### config.mk
export PLATFORM = sky130hd
export DESIGN_NAME = game_session_ctrl_flat
export DESIGN_NICKNAME = d
export VERILOG_FILES = /design/src/rtl/game_session_ctrl_pkg.sv /design/src/rtl/game_session_ctrl_if.sv /design/src/rtl/game_session_ctrl_bcd_counter.sv /design/src/rtl/game_session_ctrl.sv /design/src/flat_wrapper.sv
export SDC_FILE = /design/constraint.sdc
export NUM_CORES = 1
export LEC_CHECK = 0
export BUFFER_PORTS_ARGS = -buffer_cell sky130_fd_sc_hd__buf_2
export CAP_MARGIN = 20
export CORE_MARGIN = 1.5
export CORE_UTILIZATION = 35
export DETAILED_ROUTE_END_ITERATION = 12
export HOLD_SLACK_MARGIN = 0.05
export PLACE_DENSITY = 0.51
export SLEW_MARGIN = 0
export SYNTH_ARGS = -nofsm -noshare
export SYNTH_HDL_FRONTEND = slang
export SYNTH_HIERARCHICAL = 1
export SYNTH_SLANG_ARGS = --single-unit
### constraint.sdc
create_clock -name Clock -period 4.43 [get_ports Clock]
set_input_delay 0.2215 -clock Clock [delete_from_list [all_inputs] [get_ports Clock]]
set_output_delay 0.2215 -clock Clock [all_outputs]
set_load 0.02 [all_outputs]
### src/rtl/game_session_ctrl_pkg.sv
// rtl/game_session_ctrl_pkg.sv - shared state encodings and BCD digit constants
package game_pkg;

  typedef enum logic [2:0] {
    ST_IDLE       = 3'd0,
    ST_PLAYING    = 3'd1,
    ST_HIT        = 3'd2,
    ST_INVINCIBLE = 3'd3,
    ST_PAUSED     = 3'd4,
    ST_GAME_OVER  = 3'd5
  } state_e;

  localparam logic [3:0] BCD_ZERO = 4'h0;
  localparam logic [3:0] BCD_ONE  = 4'h1;
  localparam logic [3:0] BCD_NINE = 4'h9;

endpackage

### src/rtl/game_session_ctrl_if.sv
// rtl/game_session_ctrl_if.sv - player/obstacle request inputs and session status outputs
interface game_session_ctrl_if #(parameter int DIGITS = 4);

  logic                  collision_in;
  logic                  start_req;
  logic                  pause_req;
  logic                  restart_req;
  logic [2:0]            state_o;
  logic                  game_active;
  logic                  enable_player_move;
  logic                  enable_obstacles;
  logic                  invincible;
  logic [3:0]            lives;
  logic [3:0]            level;
  logic [4*DIGITS-1:0]   score_bcd;
  logic [4*DIGITS-1:0]   high_bcd;
  logic                  level_up;
  logic                  new_high;

  modport master (
    output collision_in, start_req, pause_req, restart_req,
    input  state_o, game_active, enable_player_move, enable_obstacles, invincible,
    input  lives, level, score_bcd, high_bcd, level_up, new_high
  );

  modport slave (
    input  collision_in, start_req, pause_req, restart_req,
    output state_o, game_active, enable_player_move, enable_obstacles, invincible,
    output lives, level, score_bcd, high_bcd, level_up, new_high
  );

endinterface

### src/rtl/game_session_ctrl_bcd_counter.sv
// rtl/game_session_ctrl_bcd_counter.sv - saturating packed BCD counter with clear and all-nines detect
module bcd_counter
  import game_pkg::*;
#(
  parameter int DIGITS = 4
) (
  input  logic                Clock,
  input  logic                Reset,
  input  logic                clr,
  input  logic                inc,
  output logic [4*DIGITS-1:0] count,
  output logic                all_nines
);

  logic [4*DIGITS-1:0] count_d;
  logic                carry;

  always_comb begin
    all_nines = 1'b1;
    for (int i = 0; i < DIGITS; i++) begin
      if (count[4*i +: 4] != BCD_NINE) all_nines = 1'b0;
    end
  end

  // Ripple the carry digit by digit; blocked entirely at all nines so nothing wraps.
  always_comb begin
    count_d = count;
    carry   = inc & ~all_nines;
    for (int i = 0; i < DIGITS; i++) begin
      if (carry) begin
        if (count[4*i +: 4] == BCD_NINE) begin
          count_d[4*i +: 4] = BCD_ZERO;
        end else begin
          count_d[4*i +: 4] = count[4*i +: 4] + BCD_ONE;
          carry = 1'b0;
        end
      end
    end
  end

  always_ff @(posedge Clock) begin
    if (Reset || clr) count <= '0;
    else              count <= count_d;
  end

endmodule

### src/rtl/game_session_ctrl.sv
// rtl/game_session_ctrl.sv - game session FSM: lives, timed hit/invincibility, pause, score, level, high score
module game_session_ctrl
  import game_pkg::*;
#(
  parameter int START_LIVES   = 3,
  parameter int DIGITS        = 4,
  parameter int TICK_CYCLES   = 50000000,
  parameter int HIT_CYCLES    = 25000000,
  parameter int INVULN_CYCLES = 100000000,
  parameter int LEVEL_STEP    = 10,
  parameter int MAX_LEVEL     = 7
) (
  input  logic              Clock,
  input  logic              Reset,
  game_session_ctrl_if.slave bus
);

  localparam int TMR_MAX = (HIT_CYCLES > INVULN_CYCLES) ? HIT_CYCLES : INVULN_CYCLES;
  localparam int TICK_W  = $clog2(TICK_CYCLES) + 1;
  localparam int TMR_W   = $clog2(TMR_MAX) + 1;
  localparam int STEP_W  = $clog2(LEVEL_STEP) + 1;

  state_e              state_q, state_d, ret_q;
  logic                col_q, pause_q, restart_q;
  logic                col_edge, pause_edge, restart_edge;
  logic [TICK_W-1:0]   tick_q;
  logic [TMR_W-1:0]    tmr_q;
  logic [STEP_W-1:0]   step_q;
  logic [3:0]          lives_q, level_q;
  logic [4*DIGITS-1:0] score, high_q;
  logic                all_nines, tmr_clr, tmr_run, tick_run, tick_wrap, score_step, clr_all;
  logic                active_q, move_q, obst_q, inv_q, active_d, move_d, obst_d, inv_d;
  logic                level_up_q, new_high_q;

  assign col_edge     = bus.collision_in & ~col_q;
  assign pause_edge   = bus.pause_req    & ~pause_q;
  assign restart_edge = bus.restart_req  & ~restart_q;

  always_ff @(posedge Clock) begin
    if (Reset) begin
      state_q  <= ST_IDLE;
      active_q <= 1'b0;
      move_q   <= 1'b1;
      obst_q   <= 1'b0;
      inv_q    <= 1'b0;
    end else begin
      state_q  <= state_d;
      active_q <= active_d;
      move_q   <= move_d;
      obst_q   <= obst_d;
      inv_q    <= inv_d;
    end
  end

  // Collision outranks pause in PLAYING; in INVINCIBLE a pause outranks the timeout.
  always_comb begin
    state_d = state_q;
    tmr_clr = 1'b0;
    tmr_run = 1'b0;
    case (state_q)
      ST_IDLE:       if (bus.start_req) state_d = ST_PLAYING;
      ST_PLAYING: begin
        if (col_edge) begin
          state_d = (lives_q == 4'd1) ? ST_GAME_OVER : ST_HIT;
          tmr_clr = 1'b1;
        end else if (pause_edge) begin
          state_d = ST_PAUSED;
        end
      end
      ST_HIT: begin
        if (tmr_q == TMR_W'(HIT_CYCLES - 1)) begin
          state_d = ST_INVINCIBLE;
          tmr_clr = 1'b1;
        end else begin
          tmr_run = 1'b1;
        end
      end
      ST_INVINCIBLE: begin
        if (pause_edge) begin
          state_d = ST_PAUSED;
        end else if (tmr_q == TMR_W'(INVULN_CYCLES - 1)) begin
          state_d = ST_PLAYING;
          tmr_clr = 1'b1;
        end else begin
          tmr_run = 1'b1;
        end
      end
      ST_PAUSED: begin
        if (restart_edge)    state_d = ST_IDLE;
        else if (pause_edge) state_d = ret_q;
      end
      ST_GAME_OVER:  if (restart_edge) state_d = ST_IDLE;
      default:       state_d = ST_IDLE;
    endcase

    active_d = (state_d == ST_PLAYING) || (state_d == ST_HIT) ||
               (state_d == ST_INVINCIBLE) || (state_d == ST_PAUSED);
    obst_d   = (state_d == ST_PLAYING) || (state_d == ST_INVINCIBLE);
    move_d   = (state_d == ST_IDLE) || (state_d == ST_PLAYING) ||
               (state_d == ST_HIT) || (state_d == ST_INVINCIBLE);
    inv_d    = (state_d == ST_HIT) || (state_d == ST_INVINCIBLE);
  end

  assign tick_run   = ((state_q == ST_PLAYING) || (state_q == ST_INVINCIBLE)) && (state_d != ST_PAUSED);
  assign tick_wrap  = tick_run && (tick_q == TICK_W'(TICK_CYCLES - 1));
  assign score_step = tick_wrap && !all_nines;
  assign clr_all    = (state_d == ST_IDLE);

  bcd_counter #(.DIGITS(DIGITS)) u_score (
    .Clock     (Clock),
    .Reset     (Reset),
    .clr       (clr_all),
    .inc       (tick_wrap),
    .count     (score),
    .all_nines (all_nines)
  );

  always_ff @(posedge Clock) begin
    if (Reset) begin
      col_q      <= 1'b0;
      pause_q    <= 1'b0;
      restart_q  <= 1'b0;
      ret_q      <= ST_IDLE;
      tick_q     <= '0;
      tmr_q      <= '0;
      step_q     <= '0;
      lives_q    <= 4'(START_LIVES);
      level_q    <= 4'd1;
      high_q     <= '0;
      level_up_q <= 1'b0;
      new_high_q <= 1'b0;
    end else begin
      col_q      <= bus.collision_in;
      pause_q    <= bus.pause_req;
      restart_q  <= bus.restart_req;
      level_up_q <= 1'b0;
      new_high_q <= 1'b0;
      if (state_d == ST_PAUSED && state_q != ST_PAUSED) ret_q <= state_q;
      if (clr_all) begin
        tick_q  <= '0;
        tmr_q   <= '0;
        step_q  <= '0;
        lives_q <= 4'(START_LIVES);
        level_q <= 4'd1;
      end else begin
        if (tmr_clr)      tmr_q <= '0;
        else if (tmr_run) tmr_q <= tmr_q + TMR_W'(1);
        if (tick_run) tick_q <= tick_wrap ? '0 : tick_q + TICK_W'(1);
        if (state_q == ST_PLAYING && col_edge) lives_q <= lives_q - 4'd1;
        if (score_step) begin
          if (step_q == STEP_W'(LEVEL_STEP - 1)) begin
            step_q <= '0;
            if (level_q < 4'(MAX_LEVEL)) begin
              level_q    <= level_q + 4'd1;
              level_up_q <= 1'b1;
            end
          end else begin
            step_q <= step_q + STEP_W'(1);
          end
        end
        // Packed BCD orders like binary, so a plain compare suffices; score is frozen here.
        if (state_q == ST_GAME_OVER && score > high_q) begin
          high_q     <= score;
          new_high_q <= 1'b1;
        end
      end
    end
  end

  assign bus.state_o            = state_q;
  assign bus.game_active        = active_q;
  assign bus.enable_player_move = move_q;
  assign bus.enable_obstacles   = obst_q;
  assign bus.invincible         = inv_q;
  assign bus.lives              = lives_q;
  assign bus.level              = level_q;
  assign bus.score_bcd          = score;
  assign bus.high_bcd           = high_q;
  assign bus.level_up           = level_up_q;
  assign bus.new_high           = new_high_q;

endmodule

### src/flat_wrapper.sv
// flat-port wrapper written by rule: the top's interface ports become plain ports
module game_session_ctrl_flat import game_pkg::*;
#(
  parameter int START_LIVES   = 3,
  parameter int DIGITS        = 4,
  parameter int TICK_CYCLES   = 50000000,
  parameter int HIT_CYCLES    = 25000000,
  parameter int INVULN_CYCLES = 100000000,
  parameter int LEVEL_STEP    = 10,
  parameter int MAX_LEVEL     = 7
)
  (Clock, Reset, bus_collision_in, bus_start_req, bus_pause_req, bus_restart_req, bus_state_o, bus_game_active, bus_enable_player_move, bus_enable_obstacles, bus_invincible, bus_lives, bus_level, bus_score_bcd, bus_high_bcd, bus_level_up, bus_new_high);
  game_session_ctrl_if #(.DIGITS(DIGITS)) bus_i ();
  input  logic Clock;
  input  logic Reset;
  input wire logic [$bits(bus_i.collision_in)-1:0] bus_collision_in;
  input wire logic [$bits(bus_i.start_req)-1:0] bus_start_req;
  input wire logic [$bits(bus_i.pause_req)-1:0] bus_pause_req;
  input wire logic [$bits(bus_i.restart_req)-1:0] bus_restart_req;
  output wire logic [$bits(bus_i.state_o)-1:0] bus_state_o;
  output wire logic [$bits(bus_i.game_active)-1:0] bus_game_active;
  output wire logic [$bits(bus_i.enable_player_move)-1:0] bus_enable_player_move;
  output wire logic [$bits(bus_i.enable_obstacles)-1:0] bus_enable_obstacles;
  output wire logic [$bits(bus_i.invincible)-1:0] bus_invincible;
  output wire logic [$bits(bus_i.lives)-1:0] bus_lives;
  output wire logic [$bits(bus_i.level)-1:0] bus_level;
  output wire logic [$bits(bus_i.score_bcd)-1:0] bus_score_bcd;
  output wire logic [$bits(bus_i.high_bcd)-1:0] bus_high_bcd;
  output wire logic [$bits(bus_i.level_up)-1:0] bus_level_up;
  output wire logic [$bits(bus_i.new_high)-1:0] bus_new_high;
  assign bus_i.collision_in = bus_collision_in;
  assign bus_i.start_req = bus_start_req;
  assign bus_i.pause_req = bus_pause_req;
  assign bus_i.restart_req = bus_restart_req;
  assign bus_state_o = bus_i.state_o;
  assign bus_game_active = bus_i.game_active;
  assign bus_enable_player_move = bus_i.enable_player_move;
  assign bus_enable_obstacles = bus_i.enable_obstacles;
  assign bus_invincible = bus_i.invincible;
  assign bus_lives = bus_i.lives;
  assign bus_level = bus_i.level;
  assign bus_score_bcd = bus_i.score_bcd;
  assign bus_high_bcd = bus_i.high_bcd;
  assign bus_level_up = bus_i.level_up;
  assign bus_new_high = bus_i.new_high;
  game_session_ctrl #(.START_LIVES(START_LIVES), .DIGITS(DIGITS), .TICK_CYCLES(TICK_CYCLES), .HIT_CYCLES(HIT_CYCLES), .INVULN_CYCLES(INVULN_CYCLES), .LEVEL_STEP(LEVEL_STEP), .MAX_LEVEL(MAX_LEVEL)) u_core (.Clock(Clock), .Reset(Reset), .bus(bus_i));
endmodule
Yosys cells after proc, flatten, opt, wreduce, memory -nomap -nowiden

Cells that the tools add are included.

Bits in registers: 115
Output and inout bits: 49

Bitwise logic cells: 11
Reduce and logical (&&, ||, !) cells: 24
Add/subtract/negate cells: 9
Equal/unequal tests: 24
Order comparisons: 2
Muxes and demuxes: 38

Operator list:

| kind                    | count |
|---|---|
| $mux W3                 | 10 |
| $add A28 B1 Y28 const B | 1 |
| $eq A28 B25 Y1 const B  | 1 |
| $eq A28 B27 Y1 const B  | 1 |
| $add A27 B1 Y27 const B | 1 |
| $eq A27 B26 Y1 const B  | 1 |
| $mux W27                | 1 |
| $add A4 B1 Y4 const B   | 5 |
| $mux W1                 | 19 |
| $pmux W3 S6             | 1 |
| $eq A4 B4 Y1 const B    | 4 |
| $gt A16 B16 Y1          | 1 |
| $mux W4                 | 4 |
| $ne A4 B4 Y1 const B    | 4 |
| $eq A3 B2 Y1 const B    | 4 |
| $logic_or A1 B1 Y1      | 10 |
| $eq A3 B3 Y1 const B    | 3 |
| $not A1 Y1              | 7 |
| $eq A3 B1 Y1 const B    | 2 |
| $logic_and A1 B1 Y1     | 6 |
| $logic_not A3 Y1        | 2 |
| $ne A3 B3 Y1 const B    | 2 |
| $add A5 B1 Y5 const B   | 1 |
| $eq A5 B4 Y1 const B    | 1 |
| 13 further kinds        | 16 |

Depth between registers and ports, before layout

Gate-level depths: netlist (run 1).

Word-level depth: 12
Gate-level depth with buffers: 15
Mapped depth without buffers: 12

By module

Netlist (run 1), hierarchy kept.

Modules (own cells, without submodules):

| module            | sequential area each (um^2) | times used | cells an instance | area an instance (um^2) |
|---|---|---|---|---|
| game_session_ctrl | 1,981.9                     | 1          | 606               | 5,112.4 |
| bcd_counter       | 320.3                       | 1          | 99                | 860.8 |

Least setup slack after synthesis (run 1)

OpenSTA, ideal clock, no wires.

Path type: reg-to-reg
Start: register u_core.lives_q[0], in the netlist u_core/bus.lives[0]
End: register u_core.u_score.count[12]
Library setup time: 0.071 ns
Data required time: 4.359 ns
Data arrival time: 3.235 ns
Slack: 1.124 ns
Period minus slack after synthesis: 3.306 ns
Stages on the path, launching flop included: 15
Cells stage by stage: dfxtp_1 > ha_1 > nor3b_1 > nor2_1 > a2111oi_0 > or3_1 > o21ai_1 > clkbuf_1 > clkbuf_1 > nor2_1 > and2_1 > buf_2 > nand4_4 > or4_1 > a21oi_1

Word-level cells in the longest chain between the ends: 11

RTL lines:

| what                   | line                                | text |
|---|---|---|
| from (decl)            | game_session_ctrl.sv:29             | `logic [3:0] lives_q, level_q;` |
| from (signal assigned) | game_session_ctrl.sv:127            | `lives_q <= 4'(START_LIVES);` |
| from (signal assigned) | game_session_ctrl.sv:143            | `lives_q <= 4'(START_LIVES);` |
| from (signal assigned) | game_session_ctrl.sv:149            | `if (state_q == ST_PLAYING && col_edge) lives_q <= lives_q - 4'd1;` |
| $eq A4 B1 Y1           | game_session_ctrl.sv:64             | `state_d = (lives_q == 4'd1) ? ST_GAME_OVER : ST_HIT;` |
| $mux W3                | game_session_ctrl.sv:64             |  |
| $mux W3                | game_session_ctrl.sv:63             | `if (col_edge) begin` |
| $pmux W3 S6            | game_session_ctrl.sv:60             | `case (state_q)` |
| $ne A3 B3 Y1           | game_session_ctrl.sv:104            | `assign tick_run = ((state_q == ST_PLAYING) \|\| (state_q == ST_INVINCIBLE)) && (state_d != ST_PAUSED);` |
| $logic_and A1 B1 Y1    | game_session_ctrl.sv:104            |  |
| $logic_and A1 B1 Y1    | game_session_ctrl.sv:105            | `assign tick_wrap = tick_run && (tick_q == TICK_W'(TICK_CYCLES - 1));` |
| via u_core.tick_wrap   | game_session_ctrl.sv:31             | `logic all_nines, tmr_clr, tmr_run, tick_run, tick_wrap, score_step, clr_all;` |
| $and A1 B1 Y1          | game_session_ctrl_bcd_counter.sv:28 | `carry = inc & ~all_nines;` |
| $mux W1 (3 in series)  | game_session_ctrl_bcd_counter.sv:30 | `if (carry) begin` |
| to (signal assigned)   | game_session_ctrl_bcd_counter.sv:43 | `else count <= count_d;` |
| to (decl)              | game_session_ctrl_bcd_counter.sv:11 | `output logic [4*DIGITS-1:0] count,` |

The timed path passes the listed nets, and every way through them passes these cells.
A chain may end at the register's enable or synchronous reset.

Worst setup path after layout (run 1)

Start: register u_core.state_q[0], in the netlist u_core/bus.state_o[0]
End: register u_core.u_score.count[12]

Word-level cells in the longest chain between the ends: 10

RTL lines:

| what                              | line                                                                      | text |
|---|---|---|
| from (decl)                       | game_session_ctrl.sv:23                                                   | `state_e state_q, state_d, ret_q;` |
| from (signal assigned)            | game_session_ctrl.sv:47                                                   | `state_q <= state_d;` |
| $mux W3, on equally long branches | game_session_ctrl.sv:90, game_session_ctrl.sv:66, game_session_ctrl.sv:81 |  |
| $mux W3, on equally long branches | game_session_ctrl.sv:89, game_session_ctrl.sv:63, game_session_ctrl.sv:79 |  |
| $pmux W3 S6                       | game_session_ctrl.sv:60                                                   |  |
| $ne A3 B3 Y1                      | game_session_ctrl.sv:104                                                  |  |
| $logic_and A1 B1 Y1 (*)           | game_session_ctrl.sv:104                                                  |  |
| $logic_and A1 B1 Y1 (*)           | game_session_ctrl.sv:105                                                  |  |
| via u_core.tick_wrap              | game_session_ctrl.sv:31                                                   |  |
| $and A1 B1 Y1 (*)                 | game_session_ctrl_bcd_counter.sv:28                                       |  |
| $mux W1 (*) (3 in series)         | game_session_ctrl_bcd_counter.sv:30                                       |  |

Mark *: on every way through the listed nets, which the timed path passes. The rest lies on a longest branch.

==> impl_metrics.yaml, run 1 <==
place:
  port_buffers: 54
  placed_area_um2: 6390
  place.gp.congestion: 0.871
  dp_hpwl_um: 10500
critical_path:
  critPathTopFamily: "simple AND/OR/NAND/NOR gates"
  rrSetupSlack_ps: 1130
  cp.required_ps: 4780
  worst-path-stages: 10
  r2r-start: "u_core/bus.state_o[0]$_SDFF_PP0_"
  critPathCaptureType: "flip-flop"
  path_cells: "nand2b_4 -> or3_1 -> o221a_4 -> nand2_1 -> o21ai_1 -> nor2_1 -> and2_1 -> nand4_4 -> or4_1 -> a21oi_1"
  endpoint: "u_core/u_score/count[12]$_SDFFE_PP0P_"
  cp-start-kind: "flip-flop"
  r2r-end: "u_core/u_score/count[12]$_SDFFE_PP0P_"
  cp-startpoint: "u_core/bus.state_o[0]$_SDFF_PP0_"
  r2r_cells: 10
  cp_slowest_cell: "dfxtp_1"
  cp_max_fo: 12
  crit_arrival_ps: 3660
  slowest_delay_ps: 630
  critPathKind: "flip-flop to flip-flop"
  critPathBufInv: 0
global_route:
  grtUsageMet1: 0.221
  met2_usage: 0.284
  overflow: 0
  busiest_layer: "met2"
  grtUsageTotal: 0.174
  grt_max_degree: 36
  antenna_found_initial: 0
  grt_pass1_wl_um: 24800
  met3_usage: 0.0476
  grt_pass1_vias: 4970
job:
  max_cap_violations: 0
logic_synthesis:
  yosysSeqAreaShare: 0.385
  syn_inst: 705
  synthDistinctLibCells: 73
  synthFlopType: "dfxtp_1"
  syn_area_per_cell_um2: 8.47
  ys_warn_count: 6
  netlist_area_um2: 5970
  ys_seq_elements: 115
  async_flop_share: 0
  syn_nets: 734
  synth_edf_count: 0
floorplanning:
  initial_core_util: 0.359
  die_w_um: 134
  die_area_um2: 17900
  coreArea_um2: 16600
  boundaryPins: 55
  fp.dieH_um: 134
  num_rows: 47
layout:
  antenna_cells: 0
  syn_to_final_growth_pct: 17.7
  fin_area_um2: 7030
  multiInputGateArea_um2: 3330
  nNetsFinal: 788
  n_fill_cell: 1644
  regArea_um2: 2300
  final_common_cell: "dfxtp_1"
  final_cell_mix: "dfxtp_1, nor2_1, buf_2"
  layout-drive-gt1-share: 0.153
timing:
  finalCriticalPeriod_ps: 3300
  clock-skew-final_ps: 11.3
  slew_violations: 0
  hold_violations: 0
  setup-tns-final_ps: 0
  min_period_over_period: 0.746
  max_freq_ghz: 0.303
  worst_slew_pin_slew_ps: 928
  rsz0062_at_grt: "no"
  finalSetupViolations: 0
  relSlewSlack: 0.381
clock_tree:
  post_cts_resized: 0
  cts_made_buffers: 17
  clk_path_buf_depth: 2
  cts_sinks: 115
  clk_latency_ps: 420
  cts.htree.levels: 4
  post-cts-setup-buffer-count: 0
  cts_root_buf: "clkbuf_16"
  tritoncts: "done"
  clkSlewWorstSetupHoldPaths_ps: 60
pwr:
  cellLeakagePower_nw: 2.55
  vdd_ir_drop_max_uv: 269
  p_per_area_nw_per_um2: 372
route:
  dr.pass1.iters: 5
  drc: 0
  final_antenna_net_count: 0
  vias: 5243
  wl_um: 14900
  wl_per_cell_um: 15.0
  drt-vias-per-instance: 5.29
  drt_iter0_drc: 353
worst_hold_path:
  min_path_type: "primary input to flip-flop"
  holdPathStages: 2
outcome:
  status: "completed"
[sequential cells by signal, summed over array words and instances, names as in the netlist, 3 cells and up]
| signal | cells |
|---|---|
| u_core/ret_q | 3 |
| u_core/u_score/count | 16 |
| u_core/bus.high_bcd | 16 |
| u_core/bus.level | 4 |
| u_core/tick_q | 27 |
| u_core/bus.state_o | 3 |
| u_core/bus.lives | 4 |
| u_core/step_q | 5 |
| u_core/tmr_q | 28 |
[power breakdown]
group / internal, mW / switching (mW)
Combinational: 0.0489 / 0.110
Sequential: 1.04 / 0.0102
Clock: 0.886 / 0.516
[synth_stat cells (21+ instances only)]
cell type	instances	area share
ha_1	23	0.048
or3_1	21	0.022
nand3_1	26	0.022
nand2_1	50	0.031
mux2i_1	21	0.035
a21oi_1	52	0.044
nor2_1	94	0.059
inv_1	44	0.028
dfxtp_1	115	0.39
o21ai_0	29	0.024
nand4_1	21	0.022
xnor2_1	28	0.041
[kinds of logic (layout without fill, tap and decap cells)]
group	count (synthesis)	in the layout	share of synthesized area
flip-flops	115	115	0.385
XOR/XNOR	39	39	0.0572
multiplexers	22	22	0.0371
AND/OR/NAND/NOR	310	310	0.285
AO/OA/AOI/OAI	124	124	0.129
buffers and inverters	72	139	0.0580
adder cells (fa/ha/maj)	23	23	0.0482
[per-stage QoR]
step	std cells	power, mW	worst slack (ps)	util	hold slack [ps]
global route	992	2.71	870	0.423	346
floorplan	705	1.19	1120	-	342
global placement	956	1.23	1290	0.383	448
finish	992	2.62	1130	0.423	334
detailed placement	957	1.23	1200	0.384	459
CTS	992	2.65	1150	0.423	321
[layer usage]
metal	vias to the layer above	part of all wire
met5	-	0
met4	0	0.011
met3	15	0.042
met2	93	0.48
met1	2512	0.47
li1	2623	-
[worst min-delay path by stage]
| stage | startpoint | endpoint | slack, ps |
|---|---|---|---|
| final | Reset | u_core/restart_q$_SDFF_PP0_ | 330 |
| after detailed placement | u_core/ret_q[0]$_SDFFE_PP0P_ | u_core/ret_q[0]$_SDFFE_PP0P_ | 460 |
| after CTS | Reset | u_core/restart_q$_SDFF_PP0_ | 320 |
| after global placement | bus_restart_req | u_core/restart_q$_SDFF_PP0_ | 450 |
| after global routing | Reset | u_core/bus.high_bcd[2]$_SDFFE_PP0P_ | 350 |
| after floorplan | Reset | u_core/bus.level[0]$_SDFFE_PP1P_ | 340 |
[cell type report]
cell class / count / area share
multi-input cells: 518 / 0.473
well taps: 220 / 0.0391
clock buffers: 17 / 0.0605
inverters: 44 / 0.0235
repair buffers: 63 / 0.0502
flip-flops and latches: 115 / 0.327
clock inverters: 15 / 0.0260
[what timing repair did]
item | CTS | global route
endpoints found under the setup margin | 0 | 0
hold buffers | 3 | 0
hold endpoints to repair | 3 | 0
(Power assumes the default switching activity.)
==> run 2, diff against run 1 <==
==> constraint.sdc (replaced) <==
create_clock -name Clock -period 3.3 [get_ports Clock]
set_input_delay 0.165 -clock Clock [delete_from_list [all_inputs] [get_ports Clock]]
set_output_delay 0.165 -clock Clock [all_outputs]
set_load 0.02 [all_outputs]
==> impl_metrics.yaml, run 2 (synthesized netlist as in run 1, its figures left out) <==
layout:
  largest_register_ffs: 28
  nNetsFinal: 796
  antenna_cells: 0
  layout-drive-gt1-share: 0.162
  final_common_cell: "dfxtp_1"
  top_regs: "u_core/tmr_q x28, u_core/tick_q x27"
  final_cell_mix: "dfxtp_1, nor2_1, buf_2"
  multiInputGateArea_um2: 3340
  fin_area_um2: 7170
  top_register: "u_core/tmr_q"
  n_fill_cell: 1648
  syn_to_final_growth_pct: 20.0
  regArea_um2: 2300
floorplanning:
  initial_core_util: 0.359
  die_w_um: 134
  fp.dieH_um: 134
  boundaryPins: 55
  num_rows: 47
  coreArea_um2: 16600
  die_area_um2: 17900
clock_tree:
  clkSlewWorstSetupHoldPaths_ps: 60
  clk_latency_ps: 420
  cts_made_buffers: 17
  tritoncts: "done"
  cts_sinks: 115
  cts_root_buf: "clkbuf_16"
  clk_path_buf_depth: 2
  post-cts-setup-buffer-count: 0
  cts.htree.levels: 4
critical_path:
  slowest_delay_ps: 560
  critPathCaptureType: "flip-flop"
  r2r_cells: 9
  cp-start-kind: "flip-flop"
  path_cells: "or4b_1 -> or4_1 -> o21ai_0 -> and2_2 -> nand2_1 -> nor2_1 -> or2_2 -> nor2_1 -> a31o_2"
  cp.required_ps: 3620
  cp_max_fo: 11
  crit_top_cell: "nor2_1"
  critPathKind: "flip-flop to flip-flop"
  crit_arrival_ps: 3370
  r2r-start: "u_core/tmr_q[11]$_SDFFE_PP0P_"
  cp_slowest_cell: "or4b_1"
  rrSetupSlack_ps: 250
  r2r-end: "u_core/u_score/count[15]$_SDFFE_PP0P_"
timing:
  setup-tns-final_ps: 0
  fin_ws_ps: 248
  hold_violations: 0
  clock-skew-final_ps: 10.3
  max_freq_ghz: 0.328
  min_period_over_period: 0.925
  relSlewSlack: 0.378
  finalSetupViolations: 0
  rsz0062_at_grt: "no"
  slew_violations: 0
  finalCriticalPeriod_ps: 3050
  worst_slew_pin_slew_ps: 932
route:
  drt_iter0_drc: 306
  drc: 0
  final_antenna_net_count: 0
  dr.pass1.iters: 5
  vias: 5282
  wl_um: 15200
  wl_per_cell_um: 15.2
  drt-vias-per-instance: 5.28
place:
  dp_hpwl_um: 10800
  dp_slack_ps: 223
  port_buffers: 54
  place.gp.congestion: 0.837
  placed_area_um2: 6470
worst_hold_path:
  min_path_type: "primary input to flip-flop"
  holdPathStages: 2
  min_to: "u_core/bus.high_bcd[2]$_SDFFE_PP0P_"
  min-delay-start: "Reset"
pwr:
  cellLeakagePower_nw: 2.65
  vdd_ir_drop_max_uv: 403
  total_power_mw: 3.63
  p_per_area_nw_per_um2: 506
global_route:
  grtUsageTotal: 0.178
  grt_pass1_wl_um: 25000
  overflow: 0
  grt_max_degree: 36
  grt_pass1_vias: 5051
  antenna_found_initial: 0
outcome:
  status: "completed"
job:
  max_cap_violations: 0
run 2: how the worst max path moves through the flow:
stage / slack, ps / depth (start not counted) / start / endpoint
2_1_floorplan: 30 / 14 / u_core/bus.lives[0]$_SDFFE_PP1P_ / u_core/u_score/count[12]$_SDFFE_PP0P_
3_3_place_gp: 190 / 9 / u_core/tmr_q[11]$_SDFFE_PP0P_ / u_core/u_score/count[15]$_SDFFE_PP0P_
3_5_place_dp: 220 / 9 / u_core/tmr_q[11]$_SDFFE_PP0P_ / u_core/u_score/count[15]$_SDFFE_PP0P_
4_1_cts: 210 / 10 / u_core/tmr_q[6]$_SDFFE_PP0P_ / u_core/u_score/count[12]$_SDFFE_PP0P_
5_1_grt: 20 / 12 / u_core/bus.lives[1]$_SDFFE_PP1P_ / u_core/u_score/count[12]$_SDFFE_PP0P_
6_report: 250 / 9 / u_core/tmr_q[11]$_SDFFE_PP0P_ / u_core/u_score/count[15]$_SDFFE_PP0P_
run 2: critical path, delay by kind of cell (launching register included):
| kind | cells | cell delay [ps] |
|---|---|---|
| AO/OA/AOI/OAI | 2 | 450 |
| flip-flops | 1 | 350 |
| AND/OR/NAND/NOR | 7 | 2150 |
run 2: final cells by class:
type | count | share of cell area
repair buffers | 71 | 0.0616
well taps | 220 | 0.0384
inverters | 44 | 0.0230
clock inverters | 9 | 0.0210
clock buffers | 23 | 0.0681
flip-flops and latches | 115 | 0.321
multi-input cells | 518 | 0.467
run 2: layer usage:
metal  GRT usage  wire length (µm)  vias to the layer above
li1            -                 -                     2637
met1       0.222              7140                     2495
met2       0.288              7110                      122
met3      0.0472               641                       28
met4      0.0809               335                        0
met5           0                 0                        -
run 2: timing repair:
item                                    4_1_cts  5_1_grt
hold buffers                                  3        0
gates resized for setup                       0        3
endpoints found under the hold margin         3        0
endpoints found under the setup margin        0        7
run 2: power by group:
| part | leakage [nW] | switching (mW) | internal (mW) |
|---|---|---|---|
| clock | 0.309 | 0.647 | 1.34 |
| combinational | 1.41 | 0.155 | 0.0743 |
| sequential | 0.928 | 0.0101 | 1.40 |
| total | 2.65 | 0.812 | 2.82 |
run 2: metrics by stage:
stage | util | hold slack, ps | instances
detailed placement | 0.389 | 419 | 964
CTS | 0.429 | 288 | 999
global placement | 0.387 | 407 | 963
finish | 0.431 | 278 | 1000
floorplan | - | 285 | 705
global route | 0.431 | 296 | 1000
==> run 3, diff against run 2 <==
--- a/config.mk
+++ b/config.mk
@@ -8,10 +8,10 @@
 export BUFFER_PORTS_ARGS = -buffer_cell sky130_fd_sc_hd__buf_2
 export CAP_MARGIN = 20
 export CORE_MARGIN = 1.5
-export CORE_UTILIZATION = 35
+export CORE_UTILIZATION = 50
 export DETAILED_ROUTE_END_ITERATION = 12
 export HOLD_SLACK_MARGIN = 0.05
-export PLACE_DENSITY = 0.51
+export PLACE_DENSITY_LB_ADDON = 0.2
 export SLEW_MARGIN = 0
 export SYNTH_ARGS = -nofsm -noshare
 export SYNTH_HDL_FRONTEND = slang
==> impl_metrics.yaml, run 3 (synthesized netlist as in run 1, its figures left out) <==
clock_tree:
  cts_root_buf: "clkbuf_16"
  clk_latency_ps: 420
  cts.htree.levels: 4
  cts_sinks: 115
  clkSlewWorstSetupHoldPaths_ps: 50
  clk_path_buf_depth: 2
  tritoncts: "done"
  cts_made_buffers: 17
  post-cts-setup-buffer-count: 0
place:
  dp_hpwl_um: 9970
  placed_cells: 887
  port_buffers: 54
  placed_area_um2: 6350
  dp_slack_ps: 239
  place.gp.congestion: 0.820
layout:
  antenna_cells: 0
  multiInputGateArea_um2: 3340
  top_register: "u_core/tmr_q"
  final_cell_mix: "dfxtp_1, nor2_1, buf_2"
  n_fill_cell: 1025
  fin_area_um2: 6950
  syn_to_final_growth_pct: 16.3
  largest_register_ffs: 28
  final_common_cell: "dfxtp_1"
  fin_cells: 921
  layout-drive-gt1-share: 0.157
  regArea_um2: 2300
  nNetsFinal: 796
  top_regs: "u_core/tmr_q x28, u_core/tick_q x27"
floorplanning:
  fp.dieH_um: 112
  initial_core_util: 0.519
  coreArea_um2: 11500
  num_rows: 39
  die_area_um2: 12600
  die_w_um: 112
  boundaryPins: 55
route:
  vias: 5326
  wl_um: 14700
  drt-vias-per-instance: 5.78
  dr.pass1.iters: 6
  final_antenna_net_count: 0
  drc: 0
  drt_iter0_drc: 351
  wl_per_cell_um: 15.9
global_route:
  grt_max_degree: 36
  grt_pass1_vias: 5171
  overflow: 0
  antenna_found_initial: 0
  grtUsageTotal: 0.238
  grt_pass1_wl_um: 24300
timing:
  setup-tns-final_ps: 0
  max_freq_ghz: 0.333
  clock-skew-final_ps: 9.35
  hold_violations: 0
  slew_violations: 0
  min_period_over_period: 0.910
  relSlewSlack: 0.531
  worst_slew_pin_slew_ps: 698
  rsz0062_at_grt: "no"
  finalSetupViolations: 0
  fin_ws_ps: 297
  finalCriticalPeriod_ps: 3000
pwr:
  p_per_area_nw_per_um2: 478
  cellLeakagePower_nw: 2.60
  swShare: 0.233
  vdd_ir_drop_max_uv: 342
  pwr-share-seq: 0.425
  p_int_mw: 2.55
  clock_power_share: 0.509
  p_sw_uw: 775
  power_frac_comb: 0.066
critical_path:
  critPathKind: "flip-flop to flip-flop"
  slowest_delay_ps: 610
  cp_slowest_cell: "nor3_1"
  rrSetupSlack_ps: 300
  cp_max_fo: 12
  cp.required_ps: 3610
  critPathCaptureType: "flip-flop"
  r2r_cells: 9
  cp-start-kind: "flip-flop"
  r2r-start: "u_core/bus.state_o[1]$_SDFF_PP0_"
  crit_arrival_ps: 3310
  cp-startpoint: "u_core/bus.state_o[1]$_SDFF_PP0_"
  r2r-end: "u_core/u_score/count[15]$_SDFFE_PP0P_"
  path_cells: "and2b_2 -> o21ai_0 -> o22ai_1 -> nor3_1 -> nand2_1 -> nor2_1 -> or2_2 -> nor2_1 -> a31o_2"
  crit_top_cell: "nor2_1"
job:
  max_cap_violations: 0
outcome:
  status: "completed"
worst_hold_path:
  min_to: "u_core/bus.high_bcd[3]$_SDFFE_PP0P_"
  min-delay-start: "Reset"
  holdPathStages: 2
  min_path_type: "primary input to flip-flop"
[run 3: changes by cell type in the layout (fill, tap and decap cells not counted), sizes merged]
cell	before	now
clkbuf	23	24
bufinv	4	1
clkinv	3	5
clkinvlp	2	0
[run 3: worst max-delay path by stage]
stage	endpoint	slack, ps	cells past startpoint
after floorplan	u_core/u_score/count[12]$_SDFFE_PP0P_	30	14
after global placement	u_core/u_score/count[12]$_SDFFE_PP0P_	310	12
after detailed placement	u_core/tick_q[23]$_SDFFE_PP0P_	240	10
after CTS	u_core/u_score/count[12]$_SDFFE_PP0P_	210	12
after global routing	u_core/u_score/count[4]$_SDFFE_PP0P_	30	13
final	u_core/u_score/count[15]$_SDFFE_PP0P_	300	9
[run 3: power groups by stage]
stage	sequential, mW	combinational, mW	clock [mW]
2_1_floorplan	1.45	0.150	0
3_3_place_gp	1.44	0.202	0
3_5_place_dp	1.44	0.205	0
4_1_cts	1.41	0.209	1.72
5_1_grt	1.41	0.236	1.78
6_report	1.41	0.218	1.69
[run 3: cell type report]
cell class | count | area share
Inverter | 44 | 0.0238
Clock buffer | 24 | 0.0693
Clock inverter | 6 | 0.00793
Tap cell | 143 | 0.0258
Sequential cell | 115 | 0.331
Timing Repair Buffer | 71 | 0.0607
Multi-Input combinational cell | 518 | 0.481
[run 3: routing by layer]
layer	wire length, µm	share of wire	vias up	GRT usage
li1	-	-	2644	-
met1	6770	0.46	2551	0.293
met2	7060	0.48	116	0.399
met3	677	0.046	15	0.0659
met4	174	0.012	0	0.0911
met5	0	0	-	0
[run 3: repair_timing]
| item | CTS | global route |
|---|---|---|
| hold buffers | 3 | 0 |
| hold endpoints to repair | 3 | 0 |
| endpoints found under the setup margin | 0 | 6 |
| gates resized for setup | 0 | 3 |
[run 3: stage by stage]
| step | hold WS, ps | total power [mW] | utilization |
|---|---|---|---|
| after floorplan | 285 | 1.60 | - |
| after global placement | 389 | 1.64 | 0.552 |
| after detailed placement | 402 | 1.65 | 0.552 |
| after CTS | 259 | 3.34 | 0.601 |
| after global routing | 293 | 3.43 | 0.603 |
| final | 263 | 3.32 | 0.603 |
[run 3: critical path, delay by kind of cell (launching register included)]
family / cells / cell delay, ps
simple gates: 6 / 1730
flops: 1 / 550
compound gates: 3 / 620
